==> src/rtl/csr_access_unit_if.sv <==
// Request/response channel between the execute stage and the CSR access unit,
// plus the unit's port onto the CSR register file.
interface csr_access_unit_if #(
  parameter int DATA_WIDTH = 32,
  parameter int ADDR_WIDTH = 12
);
  logic                  req_valid_in;
  logic                  req_ready_out;
  logic [2:0]            req_funct3_in;
  logic [ADDR_WIDTH-1:0] req_addr_in;
  logic [4:0]            req_rs1_idx_in;
  logic [DATA_WIDTH-1:0] req_rs1_data_in;

  logic                  rsp_valid_out;
  logic                  rsp_ready_in;
  logic [DATA_WIDTH-1:0] rsp_data_out;
  logic                  rsp_illegal_out;

  logic [ADDR_WIDTH-1:0] csr_addr_out;
  logic                  csr_wr_en_out;
  logic [DATA_WIDTH-1:0] csr_wr_data_out;
  logic [DATA_WIDTH-1:0] csr_wr_mask_out;
  logic [DATA_WIDTH-1:0] csr_rd_data_in;

  // Execute stage plus CSR file side.
  modport master (
    output req_valid_in, req_funct3_in, req_addr_in, req_rs1_idx_in, req_rs1_data_in,
    output rsp_ready_in, csr_rd_data_in,
    input  req_ready_out, rsp_valid_out, rsp_data_out, rsp_illegal_out,
    input  csr_addr_out, csr_wr_en_out, csr_wr_data_out, csr_wr_mask_out
  );

  // The access unit itself.
  modport slave (
    input  req_valid_in, req_funct3_in, req_addr_in, req_rs1_idx_in, req_rs1_data_in,
    input  rsp_ready_in, csr_rd_data_in,
    output req_ready_out, rsp_valid_out, rsp_data_out, rsp_illegal_out,
    output csr_addr_out, csr_wr_en_out, csr_wr_data_out, csr_wr_mask_out
  );
endinterface

==> src/rtl/csr_access_unit.sv <==
// Executes one Zicsr instruction per request: read the old CSR value, optionally
// write the new one through a data/mask pair, then return the old value for rd.
module csr_access_unit #(
  parameter int DATA_WIDTH = 32,
  parameter int ADDR_WIDTH = 12
) (
  input logic               clk,
  input logic               arst_n,
  csr_access_unit_if.slave  bus
);

  typedef enum logic [1:0] {IDLE, READ, WRITE, RESP} state_e;
  typedef enum logic [1:0] {OP_BAD = 2'b00, OP_RW = 2'b01, OP_RS = 2'b10, OP_RC = 2'b11} op_e;

  state_e                state_q, state_d;
  logic [2:0]            funct3_q;
  logic [ADDR_WIDTH-1:0] addr_q;
  logic [4:0]            rs1_idx_q;
  logic [DATA_WIDTH-1:0] rs1_data_q;
  logic [DATA_WIDTH-1:0] old_q;

  op_e                   op;
  logic [DATA_WIDTH-1:0] src;
  logic                  write_req;
  logic                  illegal;
  logic                  write_go;
  logic                  accept;

  assign op  = op_e'(funct3_q[1:0]);
  assign src = funct3_q[2] ? {{(DATA_WIDTH-5){1'b0}}, rs1_idx_q} : rs1_data_q;

  // Set/clear with rs1 = x0 (or uimm = 0) is a pure read.
  assign write_req = (op == OP_RW) || (rs1_idx_q != 5'd0);
  assign illegal   = (op == OP_BAD) ||
                     (write_req && (addr_q[ADDR_WIDTH-1 -: 2] == 2'b11));
  assign write_go  = write_req && !illegal;
  assign accept    = (state_q == IDLE) && bus.req_valid_in;

  always_ff @(posedge clk) begin
    // NOTE: state is updated with non-blocking assignments so every register
    // samples the pre-edge values, independent of statement order.
    if (!arst_n) begin
      state_q    <= IDLE;
      funct3_q   <= '0;
      addr_q     <= '0;
      rs1_idx_q  <= '0;
      rs1_data_q <= '0;
      old_q      <= '0;
    end else begin
      state_q <= state_d;
      if (accept) begin
        funct3_q   <= bus.req_funct3_in;
        addr_q     <= bus.req_addr_in;
        rs1_idx_q  <= bus.req_rs1_idx_in;
        rs1_data_q <= bus.req_rs1_data_in;
      end
      if (state_q == READ) begin
        old_q <= illegal ? '0 : bus.csr_rd_data_in;
      end
    end
  end

  always_comb begin
    // NOTE: every output and the next state get a default first, so no path
    // through the case below can leave one unassigned and infer a latch.
    state_d             = state_q;
    bus.req_ready_out   = 1'b0;
    bus.rsp_valid_out   = 1'b0;
    bus.rsp_data_out    = '0;
    bus.rsp_illegal_out = 1'b0;
    bus.csr_addr_out    = '0;
    bus.csr_wr_en_out   = 1'b0;
    bus.csr_wr_data_out = '0;
    bus.csr_wr_mask_out = '0;

    unique case (state_q)
      IDLE: begin
        bus.req_ready_out = 1'b1;
        if (bus.req_valid_in) state_d = READ;
      end
      READ: begin
        bus.csr_addr_out = addr_q;
        state_d          = write_go ? WRITE : RESP;
      end
      WRITE: begin
        bus.csr_addr_out  = addr_q;
        // Reset is synchronous, so the file would still see this cycle's strobe
        // at the reset edge; gating it keeps a dropped request from writing.
        bus.csr_wr_en_out = arst_n;
        unique case (op)
          OP_RS: begin
            bus.csr_wr_data_out = '1;
            bus.csr_wr_mask_out = src;
          end
          OP_RC: begin
            bus.csr_wr_data_out = '0;
            bus.csr_wr_mask_out = src;
          end
          default: begin
            bus.csr_wr_data_out = src;
            bus.csr_wr_mask_out = '1;
          end
        endcase
        state_d = RESP;
      end
      RESP: begin
        bus.rsp_valid_out   = 1'b1;
        bus.rsp_data_out    = old_q;
        bus.rsp_illegal_out = illegal;
        if (bus.rsp_ready_in) state_d = IDLE;
      end
      default: state_d = IDLE;
    endcase
  end

endmodule
==> src/flat_wrapper.sv <==
// flat-port wrapper written by rule: the top's interface ports become plain ports
module csr_access_unit_flat 
#(
  parameter int DATA_WIDTH = 32,
  parameter int ADDR_WIDTH = 12
)
  (clk, arst_n, bus_req_valid_in, bus_req_funct3_in, bus_req_addr_in, bus_req_rs1_idx_in, bus_req_rs1_data_in, bus_rsp_ready_in, bus_csr_rd_data_in, bus_req_ready_out, bus_rsp_valid_out, bus_rsp_data_out, bus_rsp_illegal_out, bus_csr_addr_out, bus_csr_wr_en_out, bus_csr_wr_data_out, bus_csr_wr_mask_out);
  csr_access_unit_if #(.DATA_WIDTH(DATA_WIDTH), .ADDR_WIDTH(ADDR_WIDTH)) bus_i ();
  input logic clk;
  input logic arst_n;
  input wire logic [$bits(bus_i.req_valid_in)-1:0] bus_req_valid_in;
  input wire logic [$bits(bus_i.req_funct3_in)-1:0] bus_req_funct3_in;
  input wire logic [$bits(bus_i.req_addr_in)-1:0] bus_req_addr_in;
  input wire logic [$bits(bus_i.req_rs1_idx_in)-1:0] bus_req_rs1_idx_in;
  input wire logic [$bits(bus_i.req_rs1_data_in)-1:0] bus_req_rs1_data_in;
  input wire logic [$bits(bus_i.rsp_ready_in)-1:0] bus_rsp_ready_in;
  input wire logic [$bits(bus_i.csr_rd_data_in)-1:0] bus_csr_rd_data_in;
  output wire logic [$bits(bus_i.req_ready_out)-1:0] bus_req_ready_out;
  output wire logic [$bits(bus_i.rsp_valid_out)-1:0] bus_rsp_valid_out;
  output wire logic [$bits(bus_i.rsp_data_out)-1:0] bus_rsp_data_out;
  output wire logic [$bits(bus_i.rsp_illegal_out)-1:0] bus_rsp_illegal_out;
  output wire logic [$bits(bus_i.csr_addr_out)-1:0] bus_csr_addr_out;
  output wire logic [$bits(bus_i.csr_wr_en_out)-1:0] bus_csr_wr_en_out;
  output wire logic [$bits(bus_i.csr_wr_data_out)-1:0] bus_csr_wr_data_out;
  output wire logic [$bits(bus_i.csr_wr_mask_out)-1:0] bus_csr_wr_mask_out;
  assign bus_i.req_valid_in = bus_req_valid_in;
  assign bus_i.req_funct3_in = bus_req_funct3_in;
  assign bus_i.req_addr_in = bus_req_addr_in;
  assign bus_i.req_rs1_idx_in = bus_req_rs1_idx_in;
  assign bus_i.req_rs1_data_in = bus_req_rs1_data_in;
  assign bus_i.rsp_ready_in = bus_rsp_ready_in;
  assign bus_i.csr_rd_data_in = bus_csr_rd_data_in;
  assign bus_req_ready_out = bus_i.req_ready_out;
  assign bus_rsp_valid_out = bus_i.rsp_valid_out;
  assign bus_rsp_data_out = bus_i.rsp_data_out;
  assign bus_rsp_illegal_out = bus_i.rsp_illegal_out;
  assign bus_csr_addr_out = bus_i.csr_addr_out;
  assign bus_csr_wr_en_out = bus_i.csr_wr_en_out;
  assign bus_csr_wr_data_out = bus_i.csr_wr_data_out;
  assign bus_csr_wr_mask_out = bus_i.csr_wr_mask_out;
  csr_access_unit #(.DATA_WIDTH(DATA_WIDTH), .ADDR_WIDTH(ADDR_WIDTH)) u_core (.clk(clk), .arst_n(arst_n), .bus(bus_i));
endmodule
==> config.mk <==
export PLATFORM = sky130hd
export DESIGN_NAME = csr_access_unit_flat
export DESIGN_NICKNAME = d
export VERILOG_FILES = /design/src/rtl/csr_access_unit_if.sv /design/src/rtl/csr_access_unit.sv /design/src/flat_wrapper.sv
export SDC_FILE = /design/constraint.sdc
export NUM_CORES = 1
export LEC_CHECK = 0
export CAP_MARGIN = 20
export CORE_MARGIN = 4
export CORE_UTILIZATION = 45
export CTS_CLUSTER_SIZE = 20
export DETAILED_ROUTE_END_ITERATION = 8
export GPL_TIMING_DRIVEN = 0
export PLACE_DENSITY_LB_ADDON = 0.05
export REMOVE_ABC_BUFFERS = 1
export SLEW_MARGIN = 20
export SYNTH_ARGS = -nofsm -noshare
export SYNTH_HDL_FRONTEND = slang
export SYNTH_SLANG_ARGS = --single-unit
==> constraint.sdc <==
create_clock -name clk -period 2.75 [get_ports clk]
set_input_delay 0.4125 -clock clk [delete_from_list [all_inputs] [get_ports clk]]
set_output_delay 0.4125 -clock clk [all_outputs]
set_load 0.01 [all_outputs]
==> results of run 1 <==
-- power groups by stage --
stage	Combinational, W	Sequential, W	Clock (W)
floorplan	0.00109	0.00158	0
global placement	0.00205	0.00162	0
detailed placement	0.00218	0.00164	0
CTS	0.00225	0.00161	0.000935
global route	0.00246	0.00164	0.000999
finish	0.00225	0.00161	0.000922
-- cells by family (layout without fill, tap and decap cells) --
group / count (synthesis) / in the layout / share of synthesized area
AND/OR/NAND/NOR: 217 / 218 / 0.2567
AO/OA/AOI/OAI: 156 / 156 / 0.2661
adder cells (fa/ha/maj): 4 / 4 / 0.01170
flip-flops: 86 / 86 / 0.4023
multiplexers: 6 / 6 / 0.01404
buffers and inverters: 50 / 231 / 0.04912
-- state kept, by name, indices dropped and copies added (netlist names) --
signal / flops
u_core.addr_q: 12
u_core.funct3_q: 3
u_core.old_q: 32
u_core.rs1_data_q: 32
u_core.rs1_idx_q: 5
u_core.state_q: 2
-- worst max-delay path, stage by stage, from the launching register on --
cell and delay (ns):
dfxtp_1 0.34, or4_4 0.55, o31a_1 0.30, o21a_1 0.21, clkdlybuf4s50_1 0.50
-- routing by layer --
metal | vias to the layer above | part of all wire | global-route usage
li1 | 2077 | - | -
met1 | 1988 | 0.43 | 0.2838
met2 | 144 | 0.48 | 0.3971
met3 | 23 | 0.062 | 0.05266
met4 | 0 | 0.023 | 0.08141
met5 | - | 0 | 0
-- area by class of cell --
cell class,instances,area share
clock buffer,10,0.02056
sequential,86,0.2584
clock inverter,6,0.01028
tap,129,0.02412
inverter,4,0.002804
timing repair buffer,211,0.3247
multi-input combinational,384,0.3591
-- metrics by stage --
step,worst slack (ns),hold slack [ns],cells
2_1_floorplan,0.1972,0.4342,473
3_3_place_gp,-1.507,0.4476,801
3_5_place_dp,-0.1819,0.4462,807
4_1_cts,0.03977,0.4632,826
5_1_grt,0.001385,0.4894,830
6_report,0.09166,0.4615,830
-- cell usage after synthesis (4+ instances only) --
cell,n
a21boi_0,90
nand2b_1,27
and2_1,47
a21oi_1,29
nor2b_1,31
ha_1,4
mux2i_1,6
a22o_1,32
clkbuf_1,42
dfxtp_1,86
nand2_1,106
inv_1,4
-- final timing paths --
path                               startpoint  slack [ns]                       endpoint  cells after the start
max          u_core.rs1_idx_q[4]$_SDFFE_PN0P_        0.09            bus_rsp_illegal_out                      4
min             u_core.addr_q[6]$_SDFFE_PN0P_        0.46  u_core.addr_q[6]$_SDFFE_PN0P_                      2
max reg2reg  u_core.rs1_idx_q[4]$_SDFFE_PN0P_        0.53   u_core.old_q[5]$_SDFFE_PN0P_                      5
min reg2reg     u_core.addr_q[6]$_SDFFE_PN0P_        0.46  u_core.addr_q[6]$_SDFFE_PN0P_                      2
-- what timing repair did --
action,CTS,global route
setup buffers,2,4
pin swaps,2,1
setup endpoints to repair,73,24
endpoints found under the hold margin,0,0
gates resized for setup,8,2
gates cloned,1,0
==> results.ini, run 1 <==
[outcome]
outcome=finished, final reports clean

[yosys]
yosysTopAreaCellShare=0.4023
synth_area_leaders=dfxtp_1 40%, a21boi_0 16%, nand2_1 9.3%
ys.flop_type=dfxtp_1
syn-cell-area_mm2=0.004279
synthCells=519
syn_area_per_cell_um2=8.245
post-synth-top-area-cell=dfxtp_1
seq_area_frac_synth=0.4023
ys_ff_latch=86
ys_warn_count=0
async_reset_ff_frac=0
synth_cell_types=23
synth-edff-count=0

[pwr]
vdd_drop_max_mv=0.4477
p_per_area_mw_per_mm2=715.1
swShare=0.3668
switching_power_w=0.001755
internal_power_w=0.003030
p_clk_frac=0.193
p_leak_nw=2.367
combPwrFrac=0.471
p_total_w=0.004786
pwr-share-seq=0.337

[placement]
place.gp.congestion=0.7718
io_buffers=199
placed_area_mm2=0.006382
dp_hpwl_mm=8.770

[floorplanning]
initial_core_util=0.4631
die_h_um=105.5
io_pins=200
die_x_um=105.5
dieArea_mm2=0.01113
num_rows=35
core_area_mm2=0.009240

[sta]
drv_slew=0
slew_headroom=0.5005
skew_ns=0.009261
setup_viol=0
max_freq_mhz=376.2
hold_viol=0
finalSetupTns_ns=0
min_period_ns=2.658
worst_pin_slew_ns=0.7477
period_share=0.9667
grt_setup_unrepaired=false

[drt]
finalWirelength_mm=13.26
drc=0
first_pass_iters=4
routedWlPerCell_um=15.98
drtIter0Drc=131
drtAntennaViolNets=0
vias_per_cell=5.099
num_vias=4232

[grt]
overflow=0
grt_pass1_vias=4217
grt_pass1_wl_mm=21.22
grt_max_degree=48
grt_use_total=0.2313
antenna_found_initial=0

[flow_run]
cap_violations=0

[worst_setup_path]
cp.arrival_ns=2.25
crit_type=reg -> out
start_kind=flop
endpoint_kind=primary output
path_max_fanout=3
cp.required_ns=2.34

[finish]
utilization=0.7243
final_common_cell=clkdlybuf4s50_1
drive_gt1_frac=0.06134
final_cell_mix=198 x clkdlybuf4s50_1, 105 x nand2_1, 89 x a21boi_0, 84 x dfxtp_1, 46 x and2_1
n_antenna_cell=0
nFillCells=760
area_growth_pct=56.40
fin_nets=788
ff_latch_area_mm2=0.001729
multi_input_area_mm2=0.002404
design_area_mm2=0.006693

[cts]
htreeDepth=3
clk_pin_slew_ns=0.08
cts_hold_buffers=0
clock_latency_ns=0.35
cts.path.max_buffers=2
numCtsBuffers=9
cts-root-buf=clkbuf_8
cts_tree=done
cts_sinks=86

[worst_hold_path]
hold_path_class=reg -> reg

No activity file was read; power rests on OpenSTA's default activity.
==> run 2: changes to the inputs <==
--- a/config.mk
+++ b/config.mk
@@ -13,7 +13,8 @@
 export GPL_TIMING_DRIVEN = 0
 export PLACE_DENSITY_LB_ADDON = 0.05
 export REMOVE_ABC_BUFFERS = 1
-export SLEW_MARGIN = 20
+export SETUP_SLACK_MARGIN = 0.4
+export SLEW_MARGIN = 30
 export SYNTH_ARGS = -nofsm -noshare
 export SYNTH_HDL_FRONTEND = slang
 export SYNTH_SLANG_ARGS = --single-unit
==> results.ini, run 2 (synthesis gave the netlist of run 1 again) <==
[outcome]
outcome=finished, final reports clean

[finish]
top_regs=u_core.old_q: 32 flops, u_core.rs1_data_q: 32 flops, u_core.addr_q: 12 flops
utilization=0.7334  ; +0.009072
design_area_mm2=0.006777  ; +1.3%
final_cell_mix=133 x clkdlybuf4s50_1, 105 x nand2_1, 86 x a21boi_0, 81 x dfxtp_1, 54 x dlygate4sd2_1
fin_nets=800  ; +1.5%
n_antenna_cell=0  ; unchanged
final_common_cell=clkdlybuf4s50_1
nFillCells=738  ; -2.9%
drive_gt1_frac=0.08427  ; +0.02293
area_growth_pct=58.36
fin_cells=841  ; +1.3%

[floorplanning]
core_area_mm2=0.009240  ; unchanged
initial_core_util=0.4631  ; unchanged
die_x_um=105.5  ; unchanged
num_rows=35  ; unchanged
dieArea_mm2=0.01113  ; unchanged
io_pins=200  ; unchanged
die_h_um=105.5  ; unchanged

[sta]
skew_ns=0.01563  ; +0.006364 ns
slew_headroom=0.6007  ; +0.1003
period_share=0.8723  ; -0.09439
grt_setup_unrepaired=true
worst_pin_slew_ns=0.5989  ; -0.1488 ns
setup_viol=0  ; unchanged
max_freq_mhz=416.9  ; +11%
hold_viol=0  ; unchanged
drv_slew=0  ; unchanged
min_period_ns=2.399  ; -0.2596 ns

[pwr]
swShare=0.3758  ; +0.008970
combPwrFrac=0.473  ; +0.002
p_per_area_mw_per_mm2=699.3  ; -2.2%
p_total_w=0.004739  ; -0.98%
vdd_drop_max_mv=0.3440  ; -23%
pwr-share-seq=0.339  ; +0.002
p_clk_frac=0.188  ; -0.005
switching_power_w=0.001781  ; +1.4%
p_leak_nw=2.867  ; +21%
internal_power_w=0.002958  ; -2.4%

[worst_setup_path]
start_kind=flop
worstSetupStartpoint=u_core.state_q[1]$_SDFFE_PN0P_
cp.required_ns=2.34  ; about the same
path_max_fanout=13  ; +10
r2r_slack_ns=0.80  ; +0.27 ns
endpoint_kind=primary output
rr_startpoint=u_core.rs1_idx_q[4]$_SDFFE_PN0P_
r2r-end=u_core.old_q[22]$_SDFFE_PN0P_
cp.arrival_ns=1.99  ; -0.26 ns
reg2regPathDepth=6  ; +1
crit_type=reg -> out

[grt]
grt_max_degree=53  ; +10%
grt_pass1_wl_mm=22.31  ; +5.1%
grt_use_total=0.2451  ; +0.01377
antenna_found_initial=0  ; unchanged
overflow=0  ; unchanged
grt_pass1_vias=4339  ; +2.9%

[worst_hold_path]
hold_depth=2  ; unchanged
hold_path_class=reg -> reg
hp-start=u_core.addr_q[0]$_SDFFE_PN0P_
holdPathEnd=u_core.addr_q[0]$_SDFFE_PN0P_

[drt]
drtIter0Drc=234  ; +79%
first_pass_iters=4  ; unchanged
finalWirelength_mm=13.76  ; +3.7%
num_vias=4308  ; +1.8%
drtAntennaViolNets=0  ; unchanged
drc=0  ; unchanged
routedWlPerCell_um=16.36  ; +2.4%
vias_per_cell=5.122  ; +0.46%

[cts]
cts_tree=done
cts_sinks=86  ; unchanged
cts.path.max_buffers=2  ; unchanged
clock_latency_ns=0.35  ; about the same
htreeDepth=3  ; unchanged
cts-root-buf=clkbuf_8
numCtsBuffers=9  ; unchanged
clk_pin_slew_ns=0.09  ; about the same

[flow_run]
cap_violations=0  ; unchanged

[placement]
io_buffers=199  ; unchanged
placed_area_mm2=0.006355  ; -0.43%
place.gp.congestion=0.7718  ; unchanged
placed_cells_incl_taps=805  ; -0.25%
dp_hpwl_mm=8.637  ; -1.5%

[run 2: changes by cell type in the layout (fill, tap and decap cells not counted), sizes merged]
cell	delta
bufbuf	+1
dlymetal6s2s	+10
inv	-2
clkinv	+1
nor2	+1
buf	+11
dlygate4sd2	+54
clkdlybuf4s50	-65
[run 2: layout make-up]
| class | instances | area (um^2) | area share |
|---|---|---|---|
| timing repair buffer | 222 | 2225 | 0.3283 |
| multi-input combinational | 385 | 2441 | 0.3602 |
| sequential | 86 | 1733 | 0.2557 |
| inverter | 4 | 18.77 | 0.002770 |
| tap | 129 | 161.4 | 0.02382 |
| clock buffer | 10 | 137.6 | 0.02031 |
| clock inverter | 5 | 60.06 | 0.008863 |
[run 2: how the worst max path moves through the flow]
stage                              endpoint  cells after the start
2_1_floorplan       bus_csr_wr_data_out[10]                      4
3_3_place_gp   u_core.old_q[1]$_SDFFE_PN0P_                      3
3_5_place_dp        bus_csr_wr_data_out[10]                      5
4_1_cts              bus_csr_wr_data_out[7]                      5
5_1_grt                bus_csr_addr_out[11]                      4
6_report               bus_csr_addr_out[10]                      4
[run 2: per-layer routing]
metal,vias to the layer above,share of wire,GRT usage
li1,2109,-,-
met1,2003,0.43,0.3165
met2,173,0.48,0.4071
met3,23,0.066,0.04715
met4,0,0.024,0.08881
met5,-,0,0
[run 2: worst max-delay path: stages (launching register included)]
cell,delay [ns]
dfxtp_2,0.41
inv_1,0.09
ha_2,0.44
and2_1,0.16
clkdlybuf4s50_1,0.55
[run 2: power by group through the flow]
stage / registers [W] / logic [W] / clock network [W]
global route: 0.00163 / 0.00245 / 0.000958
floorplan: 0.00158 / 0.00109 / 0
detailed placement: 0.00164 / 0.00214 / 0
CTS: 0.00161 / 0.00223 / 0.000904
global placement: 0.00162 / 0.00205 / 0
finish: 0.00161 / 0.00224 / 0.000890
[run 2: through the flow]
stage	worst slack (ns)	setup TNS, ns	hold WS [ns]
finish	0.3512	0	0.4683
global route	0.2441	0	0.4879
CTS	0.2787	0	0.4700
detailed placement	-0.1907	-2.920	0.4462
global placement	-1.507	-98.08	0.4476
floorplan	0.1972	0	0.4342
[run 2: timing repair]
| item | 4_1_cts | 5_1_grt |
|---|---|---|
| gates cloned | 3 | 0 |
| pin swaps | 5 | 1 |
| hold buffers | 0 | 0 |
| setup endpoints to repair | 111 | 44 |
| resized for setup | 74 | 13 |
| setup buffers | 16 | 2 |
